==> src/rtl/ifu_pkg.sv <==
// Shared types and constants for the instruction fetch unit.
package ifu_pkg;

  localparam int XLEN = 32;
  localparam logic [XLEN-1:0] INST_NOP = 32'h0000_0013;
  localparam logic [XLEN-1:0] PC_STEP  = 32'd4;

  typedef struct packed {
    logic [XLEN-1:0] addr;
    logic [XLEN-1:0] inst;
  } fetch_entry_t;

endpackage

==> src/rtl/ifu_fifo.sv <==
// Prefetch queue: DEPTH-entry synchronous FIFO of {address, instruction} pairs.
// Flush empties the queue in one cycle; a push into a full queue is legal only alongside a pop.
module ifu_fifo
  import ifu_pkg::*;
#(
  parameter int DEPTH = 4,
  localparam int AW = $clog2(DEPTH)
) (
  input  logic         clk,
  input  logic         rst_n,
  input  logic         push,
  input  logic         pop,
  input  logic         flush,
  input  fetch_entry_t wr_data,
  output fetch_entry_t rd_data,
  output logic         full,
  output logic         empty,
  output logic [AW:0]  count
);

  localparam logic [AW:0] FULL_CNT = (AW + 1)'(DEPTH);

  fetch_entry_t   mem [DEPTH];
  logic [AW-1:0]  rd_ptr;
  logic [AW-1:0]  wr_ptr;

  always_ff @(posedge clk) begin
    if (!rst_n || flush) begin
      rd_ptr <= '0;
      wr_ptr <= '0;
      count  <= '0;
    end else begin
      if (push) wr_ptr <= wr_ptr + 1'b1;
      if (pop)  rd_ptr <= rd_ptr + 1'b1;
      if (push && !pop)      count <= count + 1'b1;
      else if (pop && !push) count <= count - 1'b1;
    end
  end

  // Storage needs no reset: an empty count hides every slot.
  always_ff @(posedge clk) begin
    if (push) mem[wr_ptr] <= wr_data;
  end

  assign rd_data = mem[rd_ptr];
  assign full    = (count == FULL_CNT);
  assign empty   = (count == '0);

endmodule

==> src/rtl/ifu_prefetch.sv <==
// Instruction fetch unit: owns the fetch PC, queues ROM words and hands them to decode.
// Define IFU_BYPASS_EN to forward the ROM word straight to decode when the queue is empty.
module ifu_prefetch
  import ifu_pkg::*;
#(
  parameter int              DEPTH      = 4,
  parameter logic [XLEN-1:0] RESET_ADDR = 32'h0000_0000,
  parameter logic [XLEN-1:0] NOP_INST   = INST_NOP,
  localparam int AW = $clog2(DEPTH)
) (
  input  logic            clk,
  input  logic            rst_n,
  output logic [XLEN-1:0] rom_addr_o,
  input  logic [XLEN-1:0] rom_inst_i,
  input  logic            jump_en_i,
  input  logic [XLEN-1:0] jump_addr_i,
  output logic            inst_valid_o,
  output logic [XLEN-1:0] inst_o,
  output logic [XLEN-1:0] inst_addr_o,
  input  logic            inst_ready_i
);

  logic [XLEN-1:0] fetch_pc;
  fetch_entry_t    head;
  fetch_entry_t    wr_entry;
  logic            fifo_full;
  logic            fifo_empty;
  logic [AW:0]     fifo_count;
  logic            pop;
  logic            push;
  logic            fifo_push;
  logic            fifo_pop;

  assign wr_entry = '{addr: fetch_pc, inst: rom_inst_i};

`ifdef IFU_BYPASS_EN
  logic bypass;

  assign bypass       = fifo_empty & ~jump_en_i;
  assign inst_valid_o = (fifo_count != '0) | bypass;
  assign pop          = inst_valid_o & inst_ready_i;
  assign fifo_pop     = pop & ~fifo_empty;
  assign push         = ~jump_en_i & (~fifo_full | pop);
  // A bypassed word taken by decode never enters the queue, but the PC still advances.
  assign fifo_push    = push & ~(bypass & inst_ready_i);
  assign inst_o       = !fifo_empty ? head.inst : (bypass ? rom_inst_i : NOP_INST);
  assign inst_addr_o  = !fifo_empty ? head.addr : (bypass ? fetch_pc : '0);
`else
  assign inst_valid_o = (fifo_count != '0);
  assign pop          = inst_valid_o & inst_ready_i;
  assign fifo_pop     = pop;
  // Full queue with a simultaneous pop still pushes, keeping one word per cycle.
  assign push         = ~jump_en_i & (~fifo_full | pop);
  assign fifo_push    = push;
  assign inst_o       = fifo_empty ? NOP_INST : head.inst;
  assign inst_addr_o  = fifo_empty ? '0 : head.addr;
`endif

  always_ff @(posedge clk) begin
    if (!rst_n) begin
      fetch_pc <= RESET_ADDR;
    end else if (jump_en_i) begin
      fetch_pc <= {jump_addr_i[XLEN-1:2], 2'b00};
    end else if (push) begin
      fetch_pc <= fetch_pc + PC_STEP;
    end
  end

  assign rom_addr_o = fetch_pc;

  ifu_fifo #(
    .DEPTH (DEPTH)
  ) u_fifo (
    .clk     (clk),
    .rst_n   (rst_n),
    .push    (fifo_push),
    .pop     (fifo_pop),
    .flush   (jump_en_i),
    .wr_data (wr_entry),
    .rd_data (head),
    .full    (fifo_full),
    .empty   (fifo_empty),
    .count   (fifo_count)
  );

endmodule
==> config.mk <==
export PLATFORM = sky130hd
export DESIGN_NAME = ifu_prefetch
export DESIGN_NICKNAME = d
export VERILOG_FILES = /design/src/rtl/ifu_pkg.sv /design/src/rtl/ifu_fifo.sv /design/src/rtl/ifu_prefetch.sv
export SDC_FILE = /design/constraint.sdc
export NUM_CORES = 1
export LEC_CHECK = 0
export ABC_AREA = 1
export CAP_MARGIN = 40
export CORE_ASPECT_RATIO = 0.6
export CORE_MARGIN = 8
export CORE_UTILIZATION = 42
export CTS_CLUSTER_SIZE = 25
export DETAILED_ROUTE_END_ITERATION = 8
export HOLD_SLACK_MARGIN = 0.1
export PLACE_DENSITY = 0.69
export SYNTH_ARGS = -nofsm -noshare
export SYNTH_HDL_FRONTEND = slang
export SYNTH_SLANG_ARGS = --single-unit
==> constraint.sdc <==
create_clock -name clk -period 4.2 [get_ports clk]
set_input_delay 0.84 -clock clk [delete_from_list [all_inputs] [get_ports clk]]
set_output_delay 0.84 -clock clk [all_outputs]
set_load 0.02 [all_outputs]
* After elaboration in Yosys (flattened, before gate mapping)
Memories as Yosys holds them, arrays and structs flattened. A register that Yosys moved wholly into a read port is not among the register bits. Cells that the tools add are included. Widths: inputs -> output; s select.
Cells by class: add/subtract/negate cells 5, equal/unequal tests 1, multiplexer cells 10, bitwise operators 6, reduce and logical (&&, ||, !) cells 11
Operators by type and width (number):
- $mux 32 | 4
- $add 32x3->32 const B | 1
- $mux 3 | 2
- $add 2x1->2 const B | 2
- $mux 2 | 2
- $reduce_bool 2->1 | 2
- $add 3x1->3 const B | 1
- $eq 3x3->1 const B | 1
- $logic_not 1->1 | 3
- $logic_not 3->1 | 1
- $not 1->1 | 3
- $reduce_bool 3->1 | 1
- $sub 3x1->3 const B | 1
- $and 1x1->1 | 2
- $logic_and 1x1->1 | 2
- $mux 1 | 2
- $reduce_or 2->1 | 1
- $logic_or 1x1->1 | 1
- $or 1x1->1 | 1
Word-level totals: flip-flop bits (word level) 39, bits in writable memories 256, input bits 68, output and inout port bits 97, memories kept 1
Memory list:
- u_fifo.mem | words 4, width 64, read ports 1, clocked after memory_dff 1, write ports 1, line ifu_fifo.sv:23 | fetch_entry_t mem [DEPTH];

* Depth between registers and ports, before layout
Gate-level depths: netlist (run 1).
word-level depth 8, mapped depth 13

* Modules after synthesis
A second synthesis (run 1) with hierarchy kept.
Second synthesis, totals: cell total of the unflattened synthesis 1179, area total of the unflattened synthesis 12645.9 µm²
By module, submodules not included:
- ifu_fifo | times used 1, cells each 680, area each 9957.0 µm², seq. area each 7867.5 µm²
- ifu_prefetch | times used 1, cells each 499, area each 2688.8 µm², seq. area each 600.6 µm²

* Worst setup path before layout (run 1)
OpenSTA, ideal clock, no wires.
kind input-to-reg, from input port inst_ready_i, to memory u_fifo.mem[0][0] (netlist bit), enable pin, arrival 3965 ps, data required time 3718 ps, setup slack -247 ps, stages on the path 6, path buffers 0, cells stage by stage nor2_1 nand2_2 inv_1 nor2_4 inv_1 nor2_1
On the way: word-level cells in the longest chain between the ends 5
Ends and longest elaborated chain:
- start, declared | line ifu_prefetch.sv:20 | input logic inst_ready_i
- $and 1x1->1 | line ifu_prefetch.sv:50 | assign pop = inst_valid_o & inst_ready_i;
- $or 1x1->1 | line ifu_prefetch.sv:53 | assign push = ~jump_en_i & (~fifo_full | pop);
- $and 1x1->1 | line ifu_prefetch.sv:53
- $mux 1 | line ifu_fifo.sv:42 | if (push) mem[wr_ptr] <= wr_data;
- $mux 1 (not written as such) | line ifu_fifo.sv:42
- end, declared | line ifu_fifo.sv:23
Every way passes these cells.

==> impl_metrics.py, run 1 <==
metrics = {
    "floorplan": {
        "dieHeight_um": 148,
        "floorplan.initialDensity_pct": 42.5,
        "placement_rows": 48,
        "io_pins": 165,
        "dieArea_sq_um": 34800,
        "area_of_the_core_sq_um": 28600,
        "fp.dieW_um": 236,
    },
    "cells_and_area": {
        "layout-area-overhead-vs-synth_pct": 24.3,
        "finish.utilization_pct": 52.8,
        "n_antenna_cell": 0,
        "design_area_sq_um": 15100,
        "drive_above_1_share_pct": 7.67,
        "nNetsFinal": 1372,
    },
    "hold_path": {
        "worstHoldPathType": "flip-flop to flip-flop",
    },
    "logic_synthesis": {
        "synth_cells": 1145,
        "yosysTopAreaCell": "sky130_fd_sc_hd__edfxtp_1",
        "post_synth_main_area_contributors": "sky130_fd_sc_hd__edfxtp_1, sky130_fd_sc_hd__nor2_1, sky130_fd_sc_hd__dfxtp_1",
        "most_numerous_cell_types_in_the_synthesized_netlist": "sky130_fd_sc_hd__nor2_1, sky130_fd_sc_hd__edfxtp_1, sky130_fd_sc_hd__o21ai_0",
        "yosys_most_used_dff": "sky130_fd_sc_hd__edfxtp_1",
        "synthesis.area_sq_um": 12200,
        "yosysUniqueCellTypes": 33,
        "synth_largest_type_area_fraction_pct": 61.2,
        "yosysWarnings": 0,
        "ff_latch_count_synth": 287,
        "post_synthesis_async_set_or_reset_flop_share_pct": 0,
        "synth_edf_count": 248,
        "synthesis.area_per_instance_sq_um": 10.6,
        "yosys.cell_count.top_type": "sky130_fd_sc_hd__nor2_1",
        "synth_seq_area_share_pct": 67.6,
    },
    "sta": {
        "f_max_mhz": 261,
        "fin_worst_skew_ns": 0.0203,
        "unrepaired_setup_endpoints_after_global_routing": "false",
        "slew_headroom_pct": 44.7,
        "post-route-worst-setup-slack_ns": 0.367,
        "fin_crit_ns": 3.83,
        "hold_viol_final": 0,
        "timing.final.max_slew_violations": 0,
        "finalSetupViolations": 0,
        "tightest_slew_ns": 0.829,
        "finalCritPeriodShare_pct": 91.3,
    },
    "run_status": {
        "outcome": "complete, no violations",
    },
    "drt": {
        "postRouteWirelength_um": 30800,
        "total_via_count_after_detailed_routing": 8634,
        "wire_length_per_cell_um": 18.2,
        "detailedRoute.firstIterationViolations": 626,
        "drt_drc_violations_left": 0,
        "final_antenna_net_count": 0,
        "avgViaCountPerCell": 5.10,
        "firstDrtPassIters": 5,
    },
    "global_route": {
        "grt_use_total_pct": 17.1,
        "grt_antenna_before_repair": 0,
        "grt_start_max_net_pins": 75,
        "grt_first_pass_wirelength_um": 47300,
        "gr-total-overflow": 0,
        "vias_in_the_first_global_route": 8191,
    },
    "clock_network": {
        "tritoncts_clock_tree": "yes",
        "cts_buffer_depth": 3,
        "post_cts_gate_resize_count": 0,
        "clock_tree.htree_level_count": 1,
        "clock_tree.root_cell": "sky130_fd_sc_hd__clkbuf_16",
        "cts.sinks": 287,
        "cts-hold-fix-buffers": 0,
        "cts_inserted_buffers": 27,
        "worst_setup_hold_path_clk_slew_ns": 0.07,
        "clock_insertion_delay_worst_skew_ns": 0.55,
        "cts_post_setup_buffers_inserted": 0,
    },
    "worst_setup_path": {
        "endpoint_kind": "primary output",
        "timing.critical_path.from_type": "flip-flop",
        "worst_ep_arrival_time_ns": 2.99,
        "max_incr_delay_on_cp_ns": 0.72,
        "critical_path.max_fanout": 74,
        "cp.required_ns": 3.36,
        "worstSetupPathType": "flip-flop to primary output",
        "critical_path.top_delay_family": "buffers and inverters",
        "crit_slowest_cell": "sky130_fd_sc_hd__clkdlybuf4s50_1",
        "path_buf_inv": 2,
        "worstPathCellList": "buf_4, nor2_1, o311ai_0, clkdlybuf4s50_1",
    },
    "placement": {
        "dpl_worst_slack_ns": 0.927,
        "gp_congestion": 0.879,
        "dpl-instance-area_sq_um": 14200,
        "dpl.hpwl_um": 19500,
        "portBuffers": 158,
    },
    "job": {
        "max-cap-violations": 0,
    },
    "power": {
        "design_power_total_mw": 6.64,
        "irDropWorstVdd_mv": 0.251,
        "power_per_cell_area_nw_per_um2": 439,
        "leakage_nw": 5.24,
    },
}
==> power by group <==
part	switching [mW]	internal [mW]	leakage (nW)
clock	1.06	1.49	0.438
sequential	0.0754	3.21	2.63
combinational	0.486	0.323	2.17
total	1.62	5.02	5.24
==> final timing paths <==
check                    from          endpoint  slack [ns]  depth (start not counted)
max                 flip-flop         inst_o[1]        0.37                          4
min          u_fifo.rd_ptr[1]         flip-flop        0.46                          2
min reg2reg  u_fifo.rd_ptr[1]         flip-flop        0.46                          2
max reg2reg   u_fifo.count[0]  u_fifo.mem[0][1]        1.94                          7
==> layout by cell type (no fill, tap or decap), types with 8 or more instances in the layout <==
cell type,synthesis,layout
sky130_fd_sc_hd__nor2_1,294,290
sky130_fd_sc_hd__edfxtp_1,248,248
sky130_fd_sc_hd__clkdlybuf4s50_1,0,158
sky130_fd_sc_hd__o21ai_0,136,136
sky130_fd_sc_hd__nand2_1,124,124
sky130_fd_sc_hd__a21oi_1,88,88
sky130_fd_sc_hd__inv_1,59,59
sky130_fd_sc_hd__dfxtp_1,39,37
sky130_fd_sc_hd__clkbuf_16,0,27
sky130_fd_sc_hd__nand3_1,23,23
sky130_fd_sc_hd__buf_4,10,17
sky130_fd_sc_hd__nor2_4,7,11
sky130_fd_sc_hd__xor2_1,9,9
sky130_fd_sc_hd__a22o_1,8,8
==> worst register-to-register path: cells and delay by family, from the launching register on <==
| family | cells | cell delay (ns) |
|---|---|---|
| and+or+nand+nor | 4 | 0.56 |
| buffers and inverters | 3 | 0.91 |
| DFF | 1 | 0.40 |
==> final cells by class <==
type	count	area (sq um)
Inverter	63	238
Clock buffer	27	676
Multi-Input combinational cell	738	3450
Tap cell	375	469
Timing Repair Buffer	180	1810
Sequential cell	287	8230
Clock inverter	22	253
Fill cell	2495	13500
==> through the flow <==
step,instances,hold WS [ns],TNS (ns)
floorplan,1148,0.422,-61.28
detailed placement,1643,0.445,0
CTS,1692,0.456,0
global placement,1642,0.436,0
finish,1692,0.457,0
global route,1692,0.476,0
==> registers in the layout, indices dropped and copies added, names as in the netlist, named ones only <==
register,flops
u_fifo.rd_ptr,2
u_fifo.count,3
rom_addr_o,30
u_fifo.wr_ptr,2
u_fifo.mem,248
==> per-layer routing <==
layer,up-vias,wire length [um],GRT usage (%)
met5,-,0,0
met4,0,413,2.97
met3,33,2220,4.11
met2,273,13600,27.0
met1,4123,14600,24.1
li1,4205,-,-
==> cell families (layout without fill, tap and decap cells) <==
logic type               after synthesis  in the layout  share of synthesized area [%]
AND/OR/NAND/NOR                      462            462                           15.2
flip-flops                           287            287                           67.6
other                                  1              4                         0.0308
XOR/XNOR                              14             14                           1.01
buffers and inverters                123            292                           4.36
AO/OA/AOI/OAI                        251            251                           11.0
adder cells (fa/ha/maj)                7              7                          0.782
(Power assumes the default switching activity.)
==> run 2: changes to the inputs <==
- HOLD_SLACK_MARGIN: 0.1 -> 0.02
- MAX_ROUTING_LAYER: default -> met4
==> run 2 against run 1 <==
Against the previous run:
- final cell count barely moved
- utilization decreased by 0.10 points
- combinational power increased by 2%
- highest routed layer unchanged
==> impl_metrics.py, run 2 (synthesized netlist as in run 1, its figures left out) <==
metrics = {
    "cells_and_area": {
        "layout.cells.most_common": "sky130_fd_sc_hd__nor2_1",
        "drive_above_1_share_pct": 7.22,
        "nNetsFinal": 1372,
        "fill_cells": 2492,
        "finish.utilization_pct": 52.7,
        "n_antenna_cell": 0,
        "final_cell_mix": "sky130_fd_sc_hd__nor2_1, sky130_fd_sc_hd__edfxtp_1, sky130_fd_sc_hd__clkdlybuf4s50_1, sky130_fd_sc_hd__o21ai_0, sky130_fd_sc_hd__nand2_1",
        "largest_register_ff_count": 248,
        "layout-area-overhead-vs-synth_pct": 24.1,
        "reg_with_most_ffs": "u_fifo.mem",
    },
    "sta": {
        "fin_crit_ns": 3.76,
        "slew_headroom_pct": 49.9,
        "finalCritPeriodShare_pct": 89.5,
        "hold-worst-slack_ns": 0.470,
        "hold_viol_final": 0,
        "fin_worst_skew_ns": 0.0124,
        "tightest_slew_ns": 0.750,
        "f_max_mhz": 266,
        "fin_setup_tns_ns": 0,
        "timing.final.max_slew_violations": 0,
        "unrepaired_setup_endpoints_after_global_routing": "false",
        "finalSetupViolations": 0,
    },
    "power": {
        "power_switching_mw": 1.61,
        "switching_share_pct": 24.9,
        "leakage_nw": 5.23,
        "power.sequential.fraction_pct": 50.8,
        "internal_power_mw": 4.85,
        "irDropWorstVdd_mv": 0.274,
        "clock_power_share_pct": 36.4,
        "pwr-share-comb_pct": 12.8,
        "power_per_cell_area_nw_per_um2": 428,
    },
    "global_route": {
        "grt_antenna_before_repair": 0,
        "use_met3_pct": 3.27,
        "grt_first_pass_wirelength_um": 48800,
        "vias_in_the_first_global_route": 8422,
        "grt_use_total_pct": 18.2,
        "grt_start_max_net_pins": 125,
        "grt_use_met2_pct": 27.3,
        "gr-total-overflow": 0,
        "grt.met1_usage_pct": 26.1,
        "grt-busiest-layer": "met2",
    },
    "drt": {
        "firstDrtPassIters": 5,
        "avgViaCountPerCell": 5.16,
        "wire_length_per_cell_um": 18.6,
        "drt_drc_violations_left": 0,
        "postRouteWirelength_um": 31400,
        "total_via_count_after_detailed_routing": 8727,
        "detailedRoute.firstIterationViolations": 853,
        "final_antenna_net_count": 0,
    },
    "clock_network": {
        "clock_tree.htree_level_count": 1,
        "cts-hold-fix-buffers": 0,
        "worst_setup_hold_path_clk_slew_ns": 0.07,
        "cts.sinks": 287,
        "cts_post_setup_buffers_inserted": 0,
        "tritoncts_clock_tree": "yes",
        "post_cts_gate_resize_count": 0,
        "clock_tree.root_cell": "sky130_fd_sc_hd__clkbuf_16",
        "cts_buffer_depth": 3,
        "clock_insertion_delay_worst_skew_ns": 0.55,
        "cts_inserted_buffers": 27,
    },
    "worst_setup_path": {
        "endpoint_kind": "primary output",
        "critical_path.max_fanout": 124,
        "cp.required_ns": 3.36,
        "worst_ep_arrival_time_ns": 2.92,
        "timing.critical_path.from_type": "flip-flop",
        "max_incr_delay_on_cp_ns": 0.73,
        "worstSetupPathType": "flip-flop to primary output",
        "crit_slowest_cell": "sky130_fd_sc_hd__clkdlybuf4s50_1",
        "worstPathCellList": "buf_12, nor2_1, o311ai_0, clkdlybuf4s50_1",
    },
    "floorplan": {
        "io_pins": 165,
        "dieArea_sq_um": 34800,
        "fp.dieW_um": 236,
        "placement_rows": 48,
        "floorplan.initialDensity_pct": 42.5,
        "area_of_the_core_sq_um": 28600,
        "dieHeight_um": 148,
    },
    "run_status": {
        "outcome": "complete, no violations",
    },
    "placement": {
        "portBuffers": 158,
        "dpl.hpwl_um": 19900,
        "gp_congestion": 0.889,
    },
    "hold_path": {
        "worstHoldPathType": "flip-flop to flip-flop",
    },
    "job": {
        "max-cap-violations": 0,
    },
}
[run 2: changes by cell type in the layout (fill, tap and decap cells not counted), sizes merged]
cell / delta
clkbuf: +7
clkinvlp: -5
bufinv: -3
clkinv: -2
inv: +2
[run 2: per-layer routing]
metal  up-vias  share of wire, %
met5         -                 0
met4         0               1.5
met3        37               6.5
met2       299                44
met1      4184                48
li1       4207                 -
[run 2: power by group through the flow]
stage | combinational (mW) | clock [mW] | sequential, mW
5_1_grt | 0.898 | 2.51 | 3.29
6_report | 0.825 | 2.35 | 3.28
4_1_cts | 0.836 | 2.40 | 3.28
3_5_place_dp | 0.832 | 0 | 3.34
3_3_place_gp | 0.822 | 0 | 3.34
2_1_floorplan | 0.401 | 0 | 3.34
[run 2: metrics by stage]
step           setup WS, ns  power (mW)  instances  instance area (sq um)
2_1_floorplan        -0.247        3.74       1148                  12200
3_3_place_gp           1.02        4.16       1643                  14300
3_5_place_dp          0.960        4.18       1643                  14300
4_1_cts               0.474        6.52       1691                  15100
5_1_grt               0.359        6.70       1691                  15100
6_report              0.440        6.46       1691                  15100
[run 2: cell type report]
class	instances	area (sq um)	area share, %
clock inverters	14	135	0.895
inverters	63	238	1.57
multi-input cells	738	3450	22.8
flip-flops and latches	287	8230	54.5
well taps	375	469	3.11
repair buffers	180	1870	12.4
clock buffers	34	702	4.65
[run 2: final timing paths]
kind | from | slack, ns | depth (start not counted) | end
max | flip-flop | 0.44 | 4 | inst_o[0]
min | u_fifo.rd_ptr[0] | 0.47 | 1 | flip-flop
max reg2reg | u_fifo.count[0] | 1.89 | 7 | u_fifo.mem[0][16]
min reg2reg | u_fifo.rd_ptr[0] | 0.47 | 1 | flip-flop
[run 2: worst max-delay path, delay by kind of cell (launching register included)]
kind	cells	cell delay (ns)
and+or+nand+nor	1	0.10
AOI/OAI and AO/OA	1	0.64
buffers and inverters	2	1.17
DFF	1	0.37
